$ cat config.mk
export PLATFORM = sky130hd
export DESIGN_NAME = dmem_arbiter_flat
export DESIGN_NICKNAME = d
export VERILOG_FILES = /design/src/rtl/dmem_arbiter_if.sv /design/src/rtl/dmem_arbiter.sv /design/src/flat_wrapper.sv
export SDC_FILE = /design/constraint.sdc
export NUM_CORES = 1
export LEC_CHECK = 0
export BUFFER_PORTS_ARGS = -buffer_cell sky130_fd_sc_hd__buf_4
export CORE_AREA = 2 2 121 123
export DETAILED_ROUTE_END_ITERATION = 8
export DIE_AREA = 0 0 123 125
export HOLD_SLACK_MARGIN = 0.05
export PLACE_DENSITY = 0.58
export SYNTH_ARGS = -nofsm -noshare
export SYNTH_HDL_FRONTEND = slang
export SYNTH_SLANG_ARGS = --single-unit
$ cat constraint.sdc
create_clock -name Clk -period 1.9 [get_ports Clk]
set_input_delay 0.095 -clock Clk [delete_from_list [all_inputs] [get_ports Clk]]
set_output_delay 0.095 -clock Clk [all_outputs]
set_load 0.01 [all_outputs]
$ cat src/rtl/dmem_arbiter_if.sv
// Bundle of the two requester ports (I = instruction fetch, D = load/store)
// and the data-memory side of dmem_arbiter. The arbiter is the slave; the
// pipeline and memory array together form the master view.
interface dmem_arbiter_if;
  // Port I
  logic        i_valid;
  logic [31:0] i_addr;
  logic [3:0]  i_be;
  logic [31:0] i_wdata;
  logic        i_ready;
  logic        i_rsp_valid;
  logic [31:0] i_rdata;
  // Port D
  logic        d_valid;
  logic [31:0] d_addr;
  logic [3:0]  d_be;
  logic [31:0] d_wdata;
  logic        d_ready;
  logic        d_rsp_valid;
  logic [31:0] d_rdata;
  // Memory side
  logic [31:0] mem_addr;
  logic [3:0]  mem_we;
  logic [31:0] mem_wdata;
  logic [31:0] mem_rdata;

  modport slave (
    input  i_valid, i_addr, i_be, i_wdata,
    output i_ready, i_rsp_valid, i_rdata,
    input  d_valid, d_addr, d_be, d_wdata,
    output d_ready, d_rsp_valid, d_rdata,
    output mem_addr, mem_we, mem_wdata,
    input  mem_rdata
  );

  modport master (
    output i_valid, i_addr, i_be, i_wdata,
    input  i_ready, i_rsp_valid, i_rdata,
    output d_valid, d_addr, d_be, d_wdata,
    input  d_ready, d_rsp_valid, d_rdata,
    input  mem_addr, mem_we, mem_wdata,
    output mem_rdata
  );
endinterface

$ cat src/rtl/dmem_arbiter.sv
// Two-port arbiter for the single-ported, byte-enabled data memory.
// Grants at most one of I / D per cycle, steers its address, write data and
// byte enables to memory, and returns registered read data one cycle later.
// Build option: define DMEM_ARB_RR_EN for round-robin arbitration; otherwise
// fixed priority D > I with a starvation override for I after STARVE_LIMIT
// waiting cycles.
module dmem_arbiter #(
  parameter int STARVE_LIMIT = 4  // 1..255, fixed-priority mode only
) (
  input logic           Clk,
  input logic           Reset,
  dmem_arbiter_if.slave bus
);

  logic        grantI;
  logic        grantD;
  logic        iRspValid;
  logic        dRspValid;
  logic [31:0] iRdata;
  logic [31:0] dRdata;

`ifdef DMEM_ARB_RR_EN
  logic lastGrant;  // 0 = I, 1 = D

  // Round-robin grant: on contention the port that did not win last time wins.
  // NOTE: every output of a combinational block gets a default first so no
  // path leaves it unassigned and a latch is never inferred.
  always_comb begin
    grantI = 1'b0;
    grantD = 1'b0;
    if (!Reset) begin
      if (bus.i_valid && bus.d_valid) begin
        grantI = lastGrant;
        grantD = !lastGrant;
      end else begin
        grantI = bus.i_valid;
        grantD = bus.d_valid;
      end
    end
  end

  // Remember the winner of every accepted request.
  // NOTE: clocked state uses non-blocking assignments so all registers update
  // together from pre-edge values, independent of block ordering.
  always_ff @(posedge Clk) begin
    if (Reset) begin
      lastGrant <= 1'b1;  // I wins the first contention after reset
    end else if (grantI || grantD) begin
      lastGrant <= grantD;
    end
  end
`else
  localparam logic [7:0] StarveLim = 8'(STARVE_LIMIT);
  logic [7:0] starveCnt;

  // Fixed priority D > I, unless I has waited StarveLim cycles.
  // NOTE: every output of a combinational block gets a default first so no
  // path leaves it unassigned and a latch is never inferred.
  always_comb begin
    grantI = 1'b0;
    grantD = 1'b0;
    if (!Reset) begin
      if (bus.i_valid && (!bus.d_valid || starveCnt >= StarveLim)) begin
        grantI = 1'b1;
      end else begin
        grantD = bus.d_valid;
      end
    end
  end

  // Count consecutive cycles I waits while requesting; saturates at 255.
  // NOTE: clocked state uses non-blocking assignments so all registers update
  // together from pre-edge values, independent of block ordering.
  always_ff @(posedge Clk) begin
    if (Reset || !bus.i_valid || grantI) begin
      starveCnt <= 8'd0;
    end else if (starveCnt != 8'hFF) begin
      starveCnt <= starveCnt + 8'd1;
    end
  end
`endif

  assign bus.i_ready = grantI;
  assign bus.d_ready = grantD;

  // Steer the granted port onto the memory bus; drive zeros when idle.
  always_comb begin
    bus.mem_addr  = 32'h0;
    bus.mem_we    = 4'h0;
    bus.mem_wdata = 32'h0;
    if (grantD) begin
      bus.mem_addr  = {bus.d_addr[31:2], 2'b00};
      bus.mem_we    = bus.d_be;
      bus.mem_wdata = bus.d_wdata;
    end else if (grantI) begin
      bus.mem_addr  = {bus.i_addr[31:2], 2'b00};
      bus.mem_we    = bus.i_be;
      bus.mem_wdata = bus.i_wdata;
    end
  end

  // One-cycle response: read data for reads, zero for writes; reset drops it.
  always_ff @(posedge Clk) begin
    if (Reset) begin
      iRspValid <= 1'b0;
      dRspValid <= 1'b0;
      iRdata    <= 32'h0;
      dRdata    <= 32'h0;
    end else begin
      iRspValid <= grantI;
      dRspValid <= grantD;
      if (grantI) iRdata <= (bus.i_be == 4'h0) ? bus.mem_rdata : 32'h0;
      if (grantD) dRdata <= (bus.d_be == 4'h0) ? bus.mem_rdata : 32'h0;
    end
  end

  assign bus.i_rsp_valid = iRspValid;
  assign bus.d_rsp_valid = dRspValid;
  assign bus.i_rdata     = iRdata;
  assign bus.d_rdata     = dRdata;

endmodule

$ cat src/flat_wrapper.sv
// flat-port wrapper written by rule: the top's interface ports become plain ports
module dmem_arbiter_flat 
#(
  parameter int STARVE_LIMIT = 4                                     
)
  (Clk, Reset, bus_i_valid, bus_i_addr, bus_i_be, bus_i_wdata, bus_i_ready, bus_i_rsp_valid, bus_i_rdata, bus_d_valid, bus_d_addr, bus_d_be, bus_d_wdata, bus_d_ready, bus_d_rsp_valid, bus_d_rdata, bus_mem_addr, bus_mem_we, bus_mem_wdata, bus_mem_rdata);
  dmem_arbiter_if bus_i ();
  input logic Clk;
  input logic Reset;
  input wire logic [$bits(bus_i.i_valid)-1:0] bus_i_valid;
  input wire logic [$bits(bus_i.i_addr)-1:0] bus_i_addr;
  input wire logic [$bits(bus_i.i_be)-1:0] bus_i_be;
  input wire logic [$bits(bus_i.i_wdata)-1:0] bus_i_wdata;
  output wire logic [$bits(bus_i.i_ready)-1:0] bus_i_ready;
  output wire logic [$bits(bus_i.i_rsp_valid)-1:0] bus_i_rsp_valid;
  output wire logic [$bits(bus_i.i_rdata)-1:0] bus_i_rdata;
  input wire logic [$bits(bus_i.d_valid)-1:0] bus_d_valid;
  input wire logic [$bits(bus_i.d_addr)-1:0] bus_d_addr;
  input wire logic [$bits(bus_i.d_be)-1:0] bus_d_be;
  input wire logic [$bits(bus_i.d_wdata)-1:0] bus_d_wdata;
  output wire logic [$bits(bus_i.d_ready)-1:0] bus_d_ready;
  output wire logic [$bits(bus_i.d_rsp_valid)-1:0] bus_d_rsp_valid;
  output wire logic [$bits(bus_i.d_rdata)-1:0] bus_d_rdata;
  output wire logic [$bits(bus_i.mem_addr)-1:0] bus_mem_addr;
  output wire logic [$bits(bus_i.mem_we)-1:0] bus_mem_we;
  output wire logic [$bits(bus_i.mem_wdata)-1:0] bus_mem_wdata;
  input wire logic [$bits(bus_i.mem_rdata)-1:0] bus_mem_rdata;
  assign bus_i.i_valid = bus_i_valid;
  assign bus_i.i_addr = bus_i_addr;
  assign bus_i.i_be = bus_i_be;
  assign bus_i.i_wdata = bus_i_wdata;
  assign bus_i_ready = bus_i.i_ready;
  assign bus_i_rsp_valid = bus_i.i_rsp_valid;
  assign bus_i_rdata = bus_i.i_rdata;
  assign bus_i.d_valid = bus_d_valid;
  assign bus_i.d_addr = bus_d_addr;
  assign bus_i.d_be = bus_d_be;
  assign bus_i.d_wdata = bus_d_wdata;
  assign bus_d_ready = bus_i.d_ready;
  assign bus_d_rsp_valid = bus_i.d_rsp_valid;
  assign bus_d_rdata = bus_i.d_rdata;
  assign bus_mem_addr = bus_i.mem_addr;
  assign bus_mem_we = bus_i.mem_we;
  assign bus_mem_wdata = bus_i.mem_wdata;
  assign bus_i.mem_rdata = bus_mem_rdata;
  dmem_arbiter #(.STARVE_LIMIT(STARVE_LIMIT)) u_core (.Clk(Clk), .Reset(Reset), .bus(bus_i));
endmodule
# ---- Word-level counts from Yosys, hierarchy flattened
# Cells that the tools add are included.
dict set report word_totals {
  word_cells 28
  in_bits 172
  out_inout_bits 136
  regBits 74
}
dict set report classes {
  mux 12
  reduce_logical 8
  n_lt_le_gt_ge 1
  add_sub_neg 1
  eq_ne 1
}
# op count
set op_table {}
lappend op_table {{$mux 32} 6}
lappend op_table {{$add 8x1->8 const B} 1}
lappend op_table {{$ge 8x3->1 const B} 1}
lappend op_table {{$logic_not 4->1} 2}
lappend op_table {{$mux 4} 2}
lappend op_table {{$ne 8x8->1 const B} 1}
lappend op_table {{$mux 1} 4}
lappend op_table {{$logic_or 1x1->1} 3}
lappend op_table {{$logic_not 1->1} 2}
lappend op_table {{$logic_and 1x1->1} 1}

# ---- Longest topological paths before layout
dict set report depth {
  depth_word 7
  mapped_depth 8
  mapped_depth_nobuf 4
}

# ---- Least setup slack after synthesis
# OpenSTA, ideal clock, no wires.
dict set report synth_timing {
  kind {register -> register}
  startpoint {register u_core.starveCnt[4]}
  endpoint {register u_core.iRdata[0] (netlist: u_core.bus.i_rdata[0])}
  path_stages_with_launch 8
  path_slack_ns -0.071
  setup_ns 0.117
  t_arrival_ns 1.854
  required_ns 1.783
  path_cell_list {dfxtp_1 or4b_1 buf_2 o41a_1 and2_1 buf_2 buf_6 a22o_1}
}
dict set report synth_between {
  elab_chain_len 5
}
# element line_no
set synth_rtl {}
lappend synth_rtl {{from (decl)} dmem_arbiter.sv:54} ;# logic [7:0] starveCnt;
lappend synth_rtl {{from (signal assigned)} dmem_arbiter.sv:78} ;# starveCnt <= starveCnt + 8'd1;
lappend synth_rtl {{$ge 8x3->1} dmem_arbiter.sv:63} ;# if (bus.i_valid && (!bus.d_valid || starveCnt >= StarveLim)) begin
lappend synth_rtl {{$logic_or 1x1->1} dmem_arbiter.sv:63}
lappend synth_rtl {{$logic_and 1x1->1} dmem_arbiter.sv:63}
lappend synth_rtl {{$mux 1} dmem_arbiter.sv:63}
lappend synth_rtl {{$mux 1} dmem_arbiter.sv:62} ;# if (!Reset) begin
lappend synth_rtl {{to (signal assigned)} dmem_arbiter.sv:112} ;# if (grantI) iRdata <= (bus.i_be == 4'h0) ? bus.mem_rdata : 32'h0;
lappend synth_rtl {{to (decl)} dmem_arbiter.sv:19} ;# logic [31:0] iRdata;
# Every way passes these cells.
# A chain may end at the register's enable or synchronous reset.

# ---- Worst setup path in the final report
dict set report layout_timing {
  startpoint {register u_core.starveCnt[6]}
  endpoint {output port bus_mem_wdata[7]}
}
dict set report layout_between {
  elab_chain_len 7
  elab_cells_between_ends 9
}
# element line_no
set layout_rtl {}
lappend layout_rtl {{$ge 8x3->1 *} dmem_arbiter.sv:63}
lappend layout_rtl {{$logic_or 1x1->1 *} dmem_arbiter.sv:63}
lappend layout_rtl {{$logic_and 1x1->1 *} dmem_arbiter.sv:63}
lappend layout_rtl {{$mux 1} dmem_arbiter.sv:63}
lappend layout_rtl {{$mux 1} dmem_arbiter.sv:62}
lappend layout_rtl {{$mux 32} dmem_arbiter.sv:95} ;# end else if (grantI) begin
lappend layout_rtl {{$mux 32 *} dmem_arbiter.sv:91} ;# if (grantD) begin
lappend layout_rtl {{to (decl)} flat_wrapper.sv:26} ;# output wire logic [$bits(bus_i.mem_wdata)-1:0] bus_mem_wdata;
# Every way passes the cells marked *; elsewhere a longest branch is shown, timed or not.

==> reports/results.tsv <==
metric	value	unit
hold wc startpoint	Reset	
DR WL/cell	19.0	um
DR vias/cell	4.89	
DRC viols	0	
Worst Setup Slack, final	-0.465	ns
cell area power density	598	nW/um^2
worst path cell trace	or4b_4, o41a_2, buf_12, a22o_4, buf_4	
Hold Vio Cnt, Final	0	
Synth Warn #	0	
worst r2r path cells	5	
Lkg Pwr	0.00328	uW
Initial DRC Count	198	
final setup vio count	115	
First-pass DRT Iterations	4	
crit path DAT	2.27	ns
Mapped Cells	337	
first-pass GRT wire length	23400	um
DRT Wirelength	16700	um
Die H	125	um
Tcrit/Tclk final	124	%
CTS root buf	clkbuf_16	
Final nets	860	
Skew-Pair Late Insertion Delay	0.33	ns
mapped cell area	3250	um^2
global placement routability congestion	0.893	
total of fill cells in the finished design	1324	
std cell rows	44	
P&R area growth vs syn	113	%
H-Tree Level Count	3	
fmax	423	MHz
sinks on the clock net	74	
dpl ws	-0.220	ns
vias post-DR	4287	
Synth area leader	dfxtp_1	
CP Data Required Time	1.80	ns
hold path depth	3	
Reg area	1480	um^2
DIE AREA	15400	um^2
post-synthesis sequential area ratio	45.6	%
core area	14200	um^2
reg-to-reg startpoint	u_core.starveCnt[6]$_SDFFE_PP0P_	
slowest CP cell	or4b_4	
Hold Slack	0.206	ns
total of max-cap violations	0	
final worst clock skew	0.00569	ns
slowest stage delay, CP	0.54	ns
hold endpoint	u_core.bus.d_rdata[26]$_SDFFE_PP0P_	
Register-to-Register Setup Slack	-0.13	ns
maximum fanout along the worst path	34	
global route total overflow	0	
effective utilization at floorplan	22.9	%
CTS tree	yes	
largest net degree at the start of global routing	37	
area of the multi-input gates	1690	um^2
final slew viol count	0	
failing checks	negative setup slack	
post-layout util	48.6	%
CP Capture Type	output port	
share of the synthesized area in the top cell type	45.6	%
initial antenna violation count	1	
worst hold path type	input pin to flop	
commonest non-fill, non-tap cell in the layout	buf_4	
placed wire-length estimate	12200	um
RSZ-0062 raised after global routing	yes	
most frequent cells in the layout	buf_4, a22o_1, dfxtp_1, nand4_1, dlygate4sd3_1	
IO Port Bufs	301	
max_slew headroom	60.5	%
ratio of cells with drive above 1 in the final layout	54.7	%
synth top area cells	dfxtp_1, a22o_1, nand4_1	
Tot GR Track Use	20.0	%
Reg-to-Reg End	u_core.bus.i_rdata[19]$_SDFFE_PP0N_	
status	finished with violations	
Die Wd	123	um
Crit Path Class	flop to output port	
peak supply drop	0.564	mV
min cycle time layout	2.37	ns
syn_area_per_cell	9.63	um^2
clk buf depth	2	
Routed Antenna Nets	0	
worst-margin pin slew	0.592	ns
post-synthesis register bit count	74	
CP startpoint kind	flop	
I/O Pins	308	
number of global-route vias before repair	4305	
CTS buffer count	9	
Reg clk slew, reported paths	0.06	ns
Yosys cell types	27	
cells by family (layout without fill, tap and decap cells):
| group | Yosys count | in the layout | share of synthesized area (%) |
|---|---|---|---|
| flip-flops | 74 | 74 | 45.6 |
| AND/OR/NAND/NOR | 59 | 59 | 10.4 |
| buffers and inverters | 47 | 395 | 6.98 |
| other | 1 | 8 | 0.116 |
| AO/OA/AOI/OAI | 154 | 154 | 36.1 |
| adder cells (fa/ha/maj) | 2 | 2 | 0.771 |
how the worst max path moves through the flow:
| stage | from | to | slack (ns) |
|---|---|---|---|
| after floorplan | u_core.starveCnt[4]$_SDFFE_PP0P_ | u_core.bus.i_rdata[0]$_SDFFE_PP0N_ | -0.05 |
| after global placement | u_core.starveCnt[4]$_SDFFE_PP0P_ | bus_mem_wdata[5] | -0.20 |
| after detailed placement | u_core.starveCnt[4]$_SDFFE_PP0P_ | bus_mem_wdata[5] | -0.22 |
| after CTS | u_core.starveCnt[4]$_SDFFE_PP0P_ | bus_mem_addr[21] | -0.50 |
| after global routing | u_core.starveCnt[6]$_SDFFE_PP0P_ | bus_mem_addr[6] | -0.54 |
| final | u_core.starveCnt[6]$_SDFFE_PP0P_ | bus_mem_wdata[7] | -0.47 |
worst max-delay path, delay by kind of cell, from the launching register on:
family                 cells  cell delay, ns
AOI/OAI and AO/OA          2            0.71
and+or+nand+nor            1            0.54
DFF                        1            0.32
buffers and inverters      2            0.35
routing by layer:
layer,vias to the layer above,part of all wire (%),global-route usage (%)
met5,-,0,0
li1,2006,-,-
met1,2030,41,24.8
met4,0,2.9,7.35
met2,224,47,32.5
met3,27,8.4,6.11
sequential cells by signal (all words and copies together) (netlist names):
signal,flops
u_core.bus.i_rsp_valid,1
u_core.bus.d_rsp_valid,1
u_core.bus.i_rdata,32
u_core.bus.d_rdata,32
u_core.starveCnt,8
synthesized netlist by cell type:
master / number
buf_1: 1
a41o_1: 1
buf_4: 2
nand2_1: 15
and4_1: 1
buf_6: 3
nor2_4: 1
or4_1: 1
inv_1: 5
o22ai_2: 1
buf_2: 16
clkbuf_1: 20
nor4_1: 3
nor2_1: 3
and2_1: 1
nor2b_1: 1
nand4_1: 32
o41a_1: 2
o21ai_0: 31
dfxtp_1: 74
a22o_1: 98
ha_1: 2
or4b_1: 1
a21oi_1: 19
o211a_1: 1
conb_1: 1
o22a_1: 1
metrics by stage:
| stage | cells | TNS [ns] | area, um^2 | total power, uW |
|---|---|---|---|---|
| after detailed placement | 807 | -9.50 | 5790 | 2390 |
| after global routing | 876 | -41.90 | 6900 | 4310 |
| final | 876 | -32.75 | 6900 | 4130 |
| after floorplan | 343 | -2.40 | 3280 | 1870 |
| after CTS | 865 | -34.83 | 6690 | 4120 |
| after global placement | 807 | -7.42 | 5790 | 2380 |
what timing repair did:
item / CTS / global route
cloned: 3 / 5
endpoints found under the hold margin: 64 / 0
pin swaps: 16 / 14
setup endpoints to repair: 112 / 132
resized for setup: 44 / 23
buffers inserted: 8 / 8
hold buffers: 32 / 0
where the power goes:
group	total [uW]	internal [uW]	leakage [uW]	switching, uW
registers	1580	1570	0.000599	8.32
clock network	1590	895	0.000137	692
logic	964	572	0.00255	392
layout make-up:
| cell class | count | share of cell area [%] |
|---|---|---|
| Antenna cell | 1 | 0.0362 |
| Clock buffer | 9 | 3.26 |
| Timing Repair Buffer | 374 | 46.4 |
| Inverter | 5 | 0.272 |
| Tap cell | 184 | 3.33 |
| Clock inverter | 7 | 0.761 |
| Multi-Input combinational cell | 222 | 24.4 |
| Sequential cell | 74 | 21.5 |
No activity file was read; power rests on OpenSTA's default activity.
